$ cat config.mk
export PLATFORM = sky130hd
export DESIGN_NAME = alu_nzcv_writeback
export DESIGN_NICKNAME = d
export VERILOG_FILES = /design/src/rtl/alu_nzcv_writeback.sv
export SDC_FILE = /design/constraint.sdc
export NUM_CORES = 1
export LEC_CHECK = 0
export BUFFER_PORTS_ARGS = -buffer_cell sky130_fd_sc_hd__buf_2
export CELL_PAD_IN_SITES_DETAIL_PLACEMENT = 1
export CELL_PAD_IN_SITES_GLOBAL_PLACEMENT = 1
export CORE_ASPECT_RATIO = 0.9
export CORE_UTILIZATION = 30
export CTS_CLUSTER_DIAMETER = 60
export DETAILED_ROUTE_END_ITERATION = 8
export PLACE_DENSITY_LB_ADDON = 0.05
export SLEW_MARGIN = 20
export SYNTH_ARGS = -nofsm -noshare
export SYNTH_HDL_FRONTEND = slang
export SYNTH_SLANG_ARGS = --single-unit
$ cat constraint.sdc
create_clock -name clk -period 1.9 [get_ports clk]
set_input_delay 0 -clock clk [delete_from_list [all_inputs] [get_ports clk]]
set_output_delay 0 -clock clk [all_outputs]
set_load 0.01 [all_outputs]
$ cat src/rtl/alu_nzcv_writeback.sv
// Writeback/accumulator stage that sits behind the 4-bit NZCV ALU.
// Each accepted step press evaluates an ARM condition code against the stored
// flags. A passing step commits the staged ALU result, and optionally the staged
// flags. Executed and skipped steps are counted with saturation.
// Optional feature: define STEP_DEBOUNCE_EN to insert a level debouncer
// between the step synchronizer and the edge detector.
module alu_nzcv_writeback #(
    parameter int unsigned N               = 4,
    parameter int unsigned CNT_W           = 8,
    parameter int unsigned DEBOUNCE_CYCLES = 500000
) (
    input  logic             clk,
    input  logic             rst,
    input  logic             i_step,
    input  logic [3:0]       i_cond,
    input  logic             i_set_flags,
    input  logic [N-1:0]     i_res,
    input  logic [3:0]       i_nzcv,
    output logic [N-1:0]     o_acc,
    output logic [3:0]       o_nzcv,
    output logic             o_cond_pass,
    output logic             o_busy,
    output logic [CNT_W-1:0] o_exec_cnt,
    output logic [CNT_W-1:0] o_skip_cnt
);

    typedef enum logic [1:0] {StIdle, StEval, StCommit, StWaitRel} state_e;

    localparam logic [CNT_W-1:0] CntMax = {CNT_W{1'b1}};

    state_e           state_q, state_d;
    logic             meta_q, sync_q, prev_q;
    logic [1:0]       settle_q;
    logic             step_lvl, step_edge;
    logic [N-1:0]     acc_q, res_q;
    logic [3:0]       nzcv_q, flags_q;
    logic             pass_q;
    logic [CNT_W-1:0] exec_q, skip_q;

    if (DEBOUNCE_CYCLES == 0) begin : g_bad_debounce
        $error("DEBOUNCE_CYCLES must be at least 1");
    end

    // Condition code evaluated against the stored flags {N, Z, C, V}.
    function automatic logic cond_met(input logic [3:0] cond, input logic [3:0] f);
        logic n, z, c, v, r;
        n = f[3];
        z = f[2];
        c = f[1];
        v = f[0];
        unique case (cond)
            4'b0000: r = z;
            4'b0001: r = ~z;
            4'b0010: r = c;
            4'b0011: r = ~c;
            4'b0100: r = n;
            4'b0101: r = ~n;
            4'b0110: r = v;
            4'b0111: r = ~v;
            4'b1000: r = c & ~z;
            4'b1001: r = ~c | z;
            4'b1010: r = (n == v);
            4'b1011: r = (n != v);
            4'b1100: r = ~z & (n == v);
            4'b1101: r = z | (n != v);
            4'b1110: r = 1'b1;
            default: r = 1'b0;
        endcase
        return r;
    endfunction

    // Two-flop synchronizer for the raw key. settle_q marks when both stages
    // hold real post-reset samples, so a key held through reset is not seen
    // as released (and then as a fresh press) while the pipeline fills.
    always_ff @(posedge clk) begin
        if (rst) begin
            meta_q   <= 1'b0;
            sync_q   <= 1'b0;
            settle_q <= 2'b00;
        end else begin
            meta_q   <= i_step;
            sync_q   <= meta_q;
            settle_q <= {settle_q[0], 1'b1};
        end
    end

`ifdef STEP_DEBOUNCE_EN
    localparam int unsigned DbW = (DEBOUNCE_CYCLES > 1) ? $clog2(DEBOUNCE_CYCLES) : 1;

    logic [DbW-1:0] db_cnt_q;
    logic           db_lvl_q;

    // Debouncer: the level flips only after DEBOUNCE_CYCLES consecutive
    // cycles at the new value; any bounce back restarts the count.
    always_ff @(posedge clk) begin
        if (rst) begin
            db_cnt_q <= '0;
            db_lvl_q <= 1'b0;
        end else if (sync_q == db_lvl_q) begin
            db_cnt_q <= '0;
        end else if (db_cnt_q == DbW'(DEBOUNCE_CYCLES - 1)) begin
            db_cnt_q <= '0;
            db_lvl_q <= sync_q;
        end else begin
            db_cnt_q <= db_cnt_q + DbW'(1);
        end
    end

    assign step_lvl = db_lvl_q;
`else
    assign step_lvl = sync_q;
`endif

    assign step_edge = step_lvl & ~prev_q;

    // Control state and edge-detector history.
    always_ff @(posedge clk) begin
        if (rst) begin
            state_q <= StWaitRel;
            prev_q  <= 1'b0;
        end else begin
            state_q <= state_d;
            prev_q  <= step_lvl;
        end
    end

    // Next-state logic; edges outside StIdle are dropped.
    always_comb begin
        state_d = state_q;
        unique case (state_q)
            StIdle:    if (step_edge) state_d = StEval;
            StEval:    state_d = StCommit;
            StCommit:  state_d = StWaitRel;
            StWaitRel: if (settle_q[1] && !sync_q && !step_lvl) state_d = StIdle;
            default:   state_d = StIdle;
        endcase
    end

    // Datapath: stage the ALU outputs in StEval (breaks the acc -> ALU loop),
    // commit or skip in StCommit.
    always_ff @(posedge clk) begin
        if (rst) begin
            acc_q   <= '0;
            nzcv_q  <= 4'b0000;
            res_q   <= '0;
            flags_q <= 4'b0000;
            pass_q  <= 1'b0;
            exec_q  <= '0;
            skip_q  <= '0;
        end else if (state_q == StEval) begin
            res_q   <= i_res;
            flags_q <= i_nzcv;
            pass_q  <= cond_met(i_cond, nzcv_q);
        end else if (state_q == StCommit) begin
            if (pass_q) begin
                acc_q <= res_q;
                if (i_set_flags) nzcv_q <= flags_q;
                if (exec_q != CntMax) exec_q <= exec_q + CNT_W'(1);
            end else if (skip_q != CntMax) begin
                skip_q <= skip_q + CNT_W'(1);
            end
        end
    end

    assign o_acc       = acc_q;
    assign o_nzcv      = nzcv_q;
    assign o_cond_pass = pass_q;
    assign o_busy      = (state_q != StIdle);
    assign o_exec_cnt  = exec_q;
    assign o_skip_cnt  = skip_q;

endmodule

---- Word-level counts from Yosys, hierarchy flattened ----
Index checks and enable logic that the tools add are counted.
cells by class
  add/sub/neg operators ................... 2
  equality and inequality tests ........... 23
  muxes and demuxes ....................... 5
  bitwise logic cells ..................... 12
  reductions and logical operators ........ 11
operators by type and width
  cell                                                 number
  equality test 4 bit, second input constant           7
  adder 8 x 1 -> 8 bit, second input constant          2
  equality test 4 x 3 -> 1 bit, second input constant  4
  != test 8 bit, second input constant                 2
  case mux 1 bit (15 select lines)                     1
  AND reduction 4 bit                                  3
  equality test 4 x 2 -> 1 bit, second input constant  2
  case mux 2 bit (4 select lines)                      1
  inverter 1 bit                                       7
  equality test 2 bit, second input constant           2
  equality test 4 x 1 -> 1 bit, second input constant  1
  zero test 4 bit                                      1
  two-way mux 2 bit                                    2
  != test 2 bit, second input constant                 2
  AND 1 bit                                            3
  AND reduction 3 bit                                  1
  equality test 2 x 1 -> 1 bit, second input constant  1
  logical AND 1 bit                                    2
  zero test 2 bit                                      1
  bitwise OR 1 bit                                     2
  AND reduction 2 bit                                  1
  nonzero test 2 bit                                   1
  equality test 1 bit                                  1
  zero test 1 bit                                      1
  2 further kinds                                      2
word-level totals
  register bits after elaboration ......... 40
  input port bits ......................... 16
  output and inout bits ................... 26
  word-level logic and storage cells ...... 66

---- Depth between registers and ports, before layout ----
Gate-level depths: netlist (run 1).
  depth in word-level cells ............... 5
  mapped depth ............................ 8
  mapped depth without buffers ............ 7

---- Least setup slack after synthesis (run 1) ----
No wires, ideal clock.
  kind .................................... register -> register
  from .................................... register state_q[1]
  to ...................................... register skip_q[4], in the netlist o_skip_cnt[4]
  setup time .............................. 128 ps
  arrival time ............................ 1580 ps
  data required time ...................... 1772 ps
  slack ................................... 192 ps
  stages on the path, launching flop included .. 8
  path buffers ............................ 0
  clock period less this slack ............ 1708 ps
  cells stage by stage .................... dfxtp_1 -> inv_1 -> ha_1 -> or3b_4 -> a41oi_4 -> nand4_1 -> xor2_1 -> nor2_1
between the ends
  longest elaborated chain between the ends .. 3
  elaborated cells between the ends (all ways) .. 4
  classes of those cells .................. eq/ne (2); bitwise (1); reduce/logical (1)
RTL lines
  element                                 RTL line  RTL
  start: declaration                      31        state_e state_q, state_d;
  start signal: assignment                119       state_q <= StWaitRel;
  start signal: assignment                122       state_q <= state_d;
  equality test 2 x 1 -> 1 bit            150       end else if (state_q == StEval) begin
  inverter 1 bit (no source line)         -
  AND reduction 4 bit (no source line) *  -
  end signal: assignment                  160       skip_q <= skip_q + CNT_W'(1);
  end: declaration                        38        logic [CNT_W-1:0] exec_q, skip_q;
Mark *: on every way between the ends. The rest lies on a longest branch, timed or not.
A chain may end at the register's enable or synchronous reset.

---- Worst setup path after layout (run 1) ----
  from .................................... register state_q[1]
  to ...................................... register skip_q[1], in the netlist o_skip_cnt[1]
Same word-level chain as after synthesis.

==> flow_summary.toml, run 1 <==
[pwr]
p_int_mw = 1.59
p_clk_frac = 0.311
power_frac_seq = 0.438
power.total_mw = 2.24
p_per_area_nw_per_um2 = 966
p_sw_frac = 0.291
irDropWorstVdd_mv = 0.422
net-switching-power_mw = 0.653
p_leak_nw = 0.975
combinationalPowerShare = 0.251

[routing]
wl_met1_um = 2230
first_pass_iters = 4
viasPerCell = 4.70
drcViolationCount = 0
final_antenna_net_count = 0
route.met2.wl_um = 1740
highest_layer = "met4"
vias = 1569
route.met3.wl_um = 157
wl_per_cell_um = 12.5
routed_wl_um = 4160
drt_iter0_drc = 31

[timing]
setup_violations = 0
period_share = 0.936
finClkSkew_ns = 0.0108
timing.setup.tns_ns = 0
hold-worst-slack_ns = 0.0653
max_slew.worst_pin.slew_ns = 0.483
min_period_ns = 1.78
hold_viol = 0
worst_slack_ns = 0.122
slew_viol_final = 0
rsz0062_at_grt = "false"
fmax_mhz = 562
slew_headroom = 0.678

[critical_path]
cp_data_arrival_time_ns = 1.97
cpLargestDelayFamily = "simple AND/OR/NAND/NOR gates"
timing.rr.start = "state_q[1]"
crit_type = "flop to flop"
cp_data_required_time_ns = 2.09
slowest_stage = "or3b_4"
path_buf_inv = 2
crit_path_end_kind = "flop"
crit_chain = "inv_1 -> ha_1 -> or3b_4 -> a41oi_4 -> buf_4 -> mux2i_1 -> nor2_1"
startpoint_type = "flop"
path_max_fanout = 7
crit_path_max_incr_delay_ns = 0.41
crit_start = "state_q[1]"

[finish]
drive_gt1_frac = 0.231
area_delta_synth_final_pct = 29.1
post-route-util = 0.405
antenna_cells = 0
fill_cells = 698
final_nets = 285

[placement]
portBuffers = 41
gp_congestion = 0.764
post-dp-hpwl_um = 3020
place_ws_ns = 0.0859

[hold_path]
hold_start = "i_cond[1]"
hold_path_class = "input pin to flop"

[flow_run]
cap_violations = 0

[cts]
insertion_delay_ns = 0.29
clkSinkCount = 40
h-tree-depth = 2
path_clk_slew_ns = 0.08
numCtsBuffers = 5
clock_path_buffers = 2
cts_tree = "yes"
cts-root-buf = "clkbuf_8"

[synth]
syn_nets = 228
netlist_area_um2 = 1800
ys_seq_area_frac = 0.445
avgSynthCellArea_um2 = 8.73
synth_cells = 206
yosysUniqueCellTypes = 37
synth-seq-cells = 40
ys_warn_count = 0

[global_routing]
antenna_found_initial = 0
grt_overflow_total = 0
grt_pass1_vias = 1465
grt_first_pass_wirelength_um = 6730
track_usage = 0.136
grt_max_degree = 26

[floorplanning]
die_w_um = 83.6
initial_core_util = 0.314
dieArea_um2 = 6310
rows = 26
io_pins = 42
die_h_um = 75.4
core-area_um2 = 5730

[outcome]
outcome = "completed"
==> layout make-up <==
type / count / area (um^2) / share of cell area
Multi-Input combinational cell: 150 / 932 / 0.402
Tap cell: 70 / 87.6 / 0.0377
Timing Repair Buffer: 58 / 358 / 0.154
Inverter: 8 / 30.0 / 0.0129
Clock buffer: 5 / 68.8 / 0.0296
Sequential cell: 40 / 802 / 0.346
Clock inverter: 3 / 42.5 / 0.0183
==> worst paths after layout <==
path | endpoint | slack [ns] | depth (start not counted)
setup reg to reg | o_skip_cnt[1] | 0.12 | 7
setup / recovery | o_skip_cnt[1] | 0.12 | 7
hold reg to reg | o_acc[2] | 0.46 | 2
hold / removal | o_cond_pass | 0.07 | 3
==> per-layer routing <==
layer	vias up	track usage
li1	816	-
met1	720	0.186
met2	28	0.211
met3	5	0.0347
met4	0	0.0490
met5	-	0
==> tightest hold or removal path: stages <==
cell and delay (ns):
buf_2 0.14, nand3_1 0.09, a31oi_1 0.08
==> synth_stat cells <==
cell type	instances	area share
o21a_1	1	0.0042
nand4_1	6	0.021
dfxtp_1	40	0.45
o21ai_1	1	0.0028
a22oi_1	1	0.0042
a21boi_0	1	0.0042
buf_2	4	0.011
o21ai_0	5	0.014
or3b_4	1	0.0063
xor2_1	9	0.044
a41oi_4	1	0.015
nor3b_1	1	0.0042
a32oi_1	1	0.0049
nand3_1	14	0.039
and3b_2	1	0.0056
and3_1	1	0.0035
nor2b_1	5	0.017
ha_1	6	0.042
a21oi_1	11	0.031
or3_1	2	0.0070
nor3_1	4	0.011
inv_1	8	0.017
and3b_1	1	0.0049
mux2i_1	10	0.056
xnor2_1	6	0.029
a211o_1	1	0.0049
clkbuf_1	2	0.0042
nand3b_1	1	0.0042
a31oi_1	1	0.0035
a211oi_1	1	0.0042
and2_1	1	0.0035
nor2_1	28	0.058
and4_2	1	0.0056
nand2_1	24	0.050
o211ai_1	1	0.0042
buf_1	2	0.0042
o32ai_1	2	0.0097
==> flip-flops by register name, indices dropped and copies added (netlist names), 2 cells and up <==
name,count
flags_q,4
o_acc,4
o_exec_cnt,8
o_nzcv,4
o_skip_cnt,8
res_q,4
settle_q,2
state_q,2
==> cell usage in the layout, fill, tap and decap left out, types with 2 or more instances in the layout <==
cell type / instances
a21oi_1: 11
buf_2: 41
buf_4: 7
clkbuf_8: 5
dfxtp_1: 39
dlygate4sd3_1: 10
ha_1: 6
inv_1: 8
mux2i_1: 10
nand2_1: 24
nand3_1: 14
nand4_1: 6
nor2_1: 28
nor2b_1: 5
nor3_1: 4
o21ai_0: 5
o32ai_1: 2
or3_1: 2
xnor2_1: 6
xor2_1: 9
==> power by group through the flow <==
stage	Clock [mW]	Combinational, mW	Sequential [mW]
5_1_grt	0.768	0.626	0.996
3_3_place_gp	0	0.529	1.00
4_1_cts	0.725	0.544	0.982
2_1_floorplan	0	0.375	0.996
6_report	0.698	0.562	0.981
3_5_place_dp	0	0.525	1.00
==> what timing repair did <==
item / CTS / global route
hold endpoints to repair: 10 / 0
resized for setup: 0 / 1
setup buffers: 0 / 2
setup endpoints to repair: 0 / 4
hold buffers: 10 / 0
==> cells by family after synthesis <==
group | Yosys count | synth area share
DFF | 40 | 0.445
buffers and inverters | 16 | 0.0362
and+or+nand+nor | 91 | 0.241
AOI/OAI and AO/OA | 28 | 0.106
xor gates and xnor gates | 15 | 0.0731
muxes | 10 | 0.0557
adders and majority gates | 6 | 0.0418
==> metrics by stage <==
step	instance area (um^2)	instances
2_1_floorplan	1800	206
3_3_place_gp	2090	314
3_5_place_dp	2090	314
4_1_cts	2300	332
5_1_grt	2320	334
6_report	2320	334
No activity file was read; power rests on OpenSTA's default activity.
==> inputs of run 2 (changes only) <==
--- a/config.mk
+++ b/config.mk
@@ -13,6 +13,7 @@
 export CTS_CLUSTER_DIAMETER = 60
 export DETAILED_ROUTE_END_ITERATION = 8
 export PLACE_DENSITY_LB_ADDON = 0.05
+export RECOVER_POWER = 50
 export SLEW_MARGIN = 20
 export SYNTH_ARGS = -nofsm -noshare
 export SYNTH_HDL_FRONTEND = slang
==> run 2 against run 1 <==
Routed wire length grew 0.41%. Combinational power decreased by 0.9%. Fmax about the same. Design area decreased by 1.5%. Sequential share of layout area increased by 0.53 points. Clock-buffer cell count stayed put. Non-clock buffer count unchanged. Worst hold slack barely moved. Cell count unchanged.
==> flow_summary.toml, run 2 (same netlist as run 1, synthesis figures left out) <==
[flow_run]
cap_violations = 0

[global_routing]
grt_max_degree = 26
antenna_found_initial = 0
grt_first_pass_wirelength_um = 6730
grt_overflow_total = 0
track_usage = 0.136
grt_pass1_vias = 1465

[finish]
fin_cells = 334
multi_input_area_um2 = 932
post-route-util = 0.399
area_delta_synth_final_pct = 27.1
final_nets = 285
final_cell_mix = "dfxtp_1, nor2_1, clkbuf_1"
final_common_cell = "dfxtp_1"
seq_area_um2 = 802
antenna_cells = 0
fill_cells = 716
drive_gt1_frac = 0.133

[hold_path]
hold_path_class = "input pin to flop"
min_path_cells = 3
min_to = "o_cond_pass"
hold_start = "i_cond[1]"

[cts]
clock_path_buffers = 2
cts_tree = "yes"
path_clk_slew_ns = 0.08
h-tree-depth = 2
clkSinkCount = 40
numCtsBuffers = 5
insertion_delay_ns = 0.29
cts-root-buf = "clkbuf_8"

[timing]
period_share = 0.937
slew_headroom = 0.678
finClkSkew_ns = 0.0107
max_slew.worst_pin.slew_ns = 0.483
rsz0062_at_grt = "false"
fmax_mhz = 562
hold_viol = 0
timing.setup.tns_ns = 0
slew_viol_final = 0
min_period_ns = 1.78
setup_violations = 0

[floorplanning]
die_w_um = 83.6
rows = 26
io_pins = 42
die_h_um = 75.4
dieArea_um2 = 6310
initial_core_util = 0.314
core-area_um2 = 5730

[outcome]
outcome = "completed"

[pwr]
p_leak_nw = 0.864
irDropWorstVdd_mv = 0.421
p_per_area_nw_per_um2 = 978

[routing]
final_antenna_net_count = 0
drt_iter0_drc = 39
viasPerCell = 4.68
first_pass_iters = 4
drcViolationCount = 0
vias = 1562
wl_per_cell_um = 12.5
routed_wl_um = 4180

[placement]
place_inst = 314
portBuffers = 41
post-dp-hpwl_um = 3020
gp_congestion = 0.764

[critical_path]
r2r-end = "o_skip_cnt[1]"
startpoint_type = "flop"
path_buf_inv = 2
crit_cells = 7
crit_path_end_kind = "flop"
path_max_fanout = 7
cp_data_required_time_ns = 2.09
timing.rr.start = "state_q[1]"
slowest_stage = "or3b_4"
crit_path_max_incr_delay_ns = 0.41
cp_data_arrival_time_ns = 1.97
reg2reg_depth = 7
cpLargestDelayFamily = "simple AND/OR/NAND/NOR gates"
crit_chain = "inv_1 -> ha_1 -> or3b_4 -> a41oi_4 -> buf_4 -> mux2i_1 -> nor2_1"
r2r_slack_ns = 0.12
crit_type = "flop to flop"
==> run 2: per-stage QoR <==
| step | worst slack [ns] | total power, mW | hold WS [ns] | cell area (um^2) |
|---|---|---|---|---|
| 5_1_grt | 0.0115 | 2.38 | 0.0940 | 2290 |
| 3_5_place_dp | 0.0859 | 1.53 | 0.236 | 2090 |
| 2_1_floorplan | 0.192 | 1.37 | 0.128 | 1800 |
| 3_3_place_gp | 0.117 | 1.53 | 0.231 | 2090 |
| 4_1_cts | 0.0627 | 2.25 | 0.0492 | 2300 |
| 6_report | 0.120 | 2.24 | 0.0658 | 2290 |
==> run 2: report_power, final <==
group | internal, mW | switching (mW)
Clock | 0.389 | 0.308
Combinational | 0.271 | 0.286
Sequential | 0.923 | 0.0594
Total | 1.58 | 0.653
==> run 2: worst max-delay path by stage <==
stage	startpoint	end	slack (ns)
finish	state_q[1]	o_skip_cnt[1]	0.12
global route	state_q[0]	o_exec_cnt[6]	0.01
CTS	state_q[1]	o_skip_cnt[7]	0.06
detailed placement	state_q[1]	o_skip_cnt[7]	0.09
global placement	state_q[1]	o_skip_cnt[4]	0.12
floorplan	state_q[1]	o_skip_cnt[4]	0.19
==> run 2: layout make-up <==
| cell class | count | area share |
|---|---|---|
| multi-input combinational | 150 | 0.408 |
| sequential | 40 | 0.351 |
| timing repair buffer | 58 | 0.141 |
| tap | 70 | 0.0383 |
| clock buffer | 5 | 0.0301 |
| clock inverter | 3 | 0.0186 |
| inverter | 8 | 0.0131 |
==> run 2: timing repair <==
action / 4_1_cts / 5_1_grt
setup buffers: 0 / 2
hold buffers: 10 / 0
endpoints found under the hold margin: 10 / 0
setup endpoints to repair: 0 / 4
resized for setup: 0 / 1
==> run 2: routing by layer <==
layer | share of wire | global-route usage | vias up
li1 | - | - | 815
met1 | 0.54 | 0.186 | 718
met2 | 0.41 | 0.211 | 24
met3 | 0.037 | 0.0347 | 5
met4 | 0.0069 | 0.0490 | 0
met5 | 0 | 0 | -
==> run 2: worst register-to-register path, stage by stage (launching register included) <==
cell and delay, ns:
dfxtp_2 0.35, inv_1 0.07, ha_1 0.20, or3b_4 0.41, a41oi_4 0.27, buf_4 0.17, mux2i_1 0.17, nor2_1 0.05
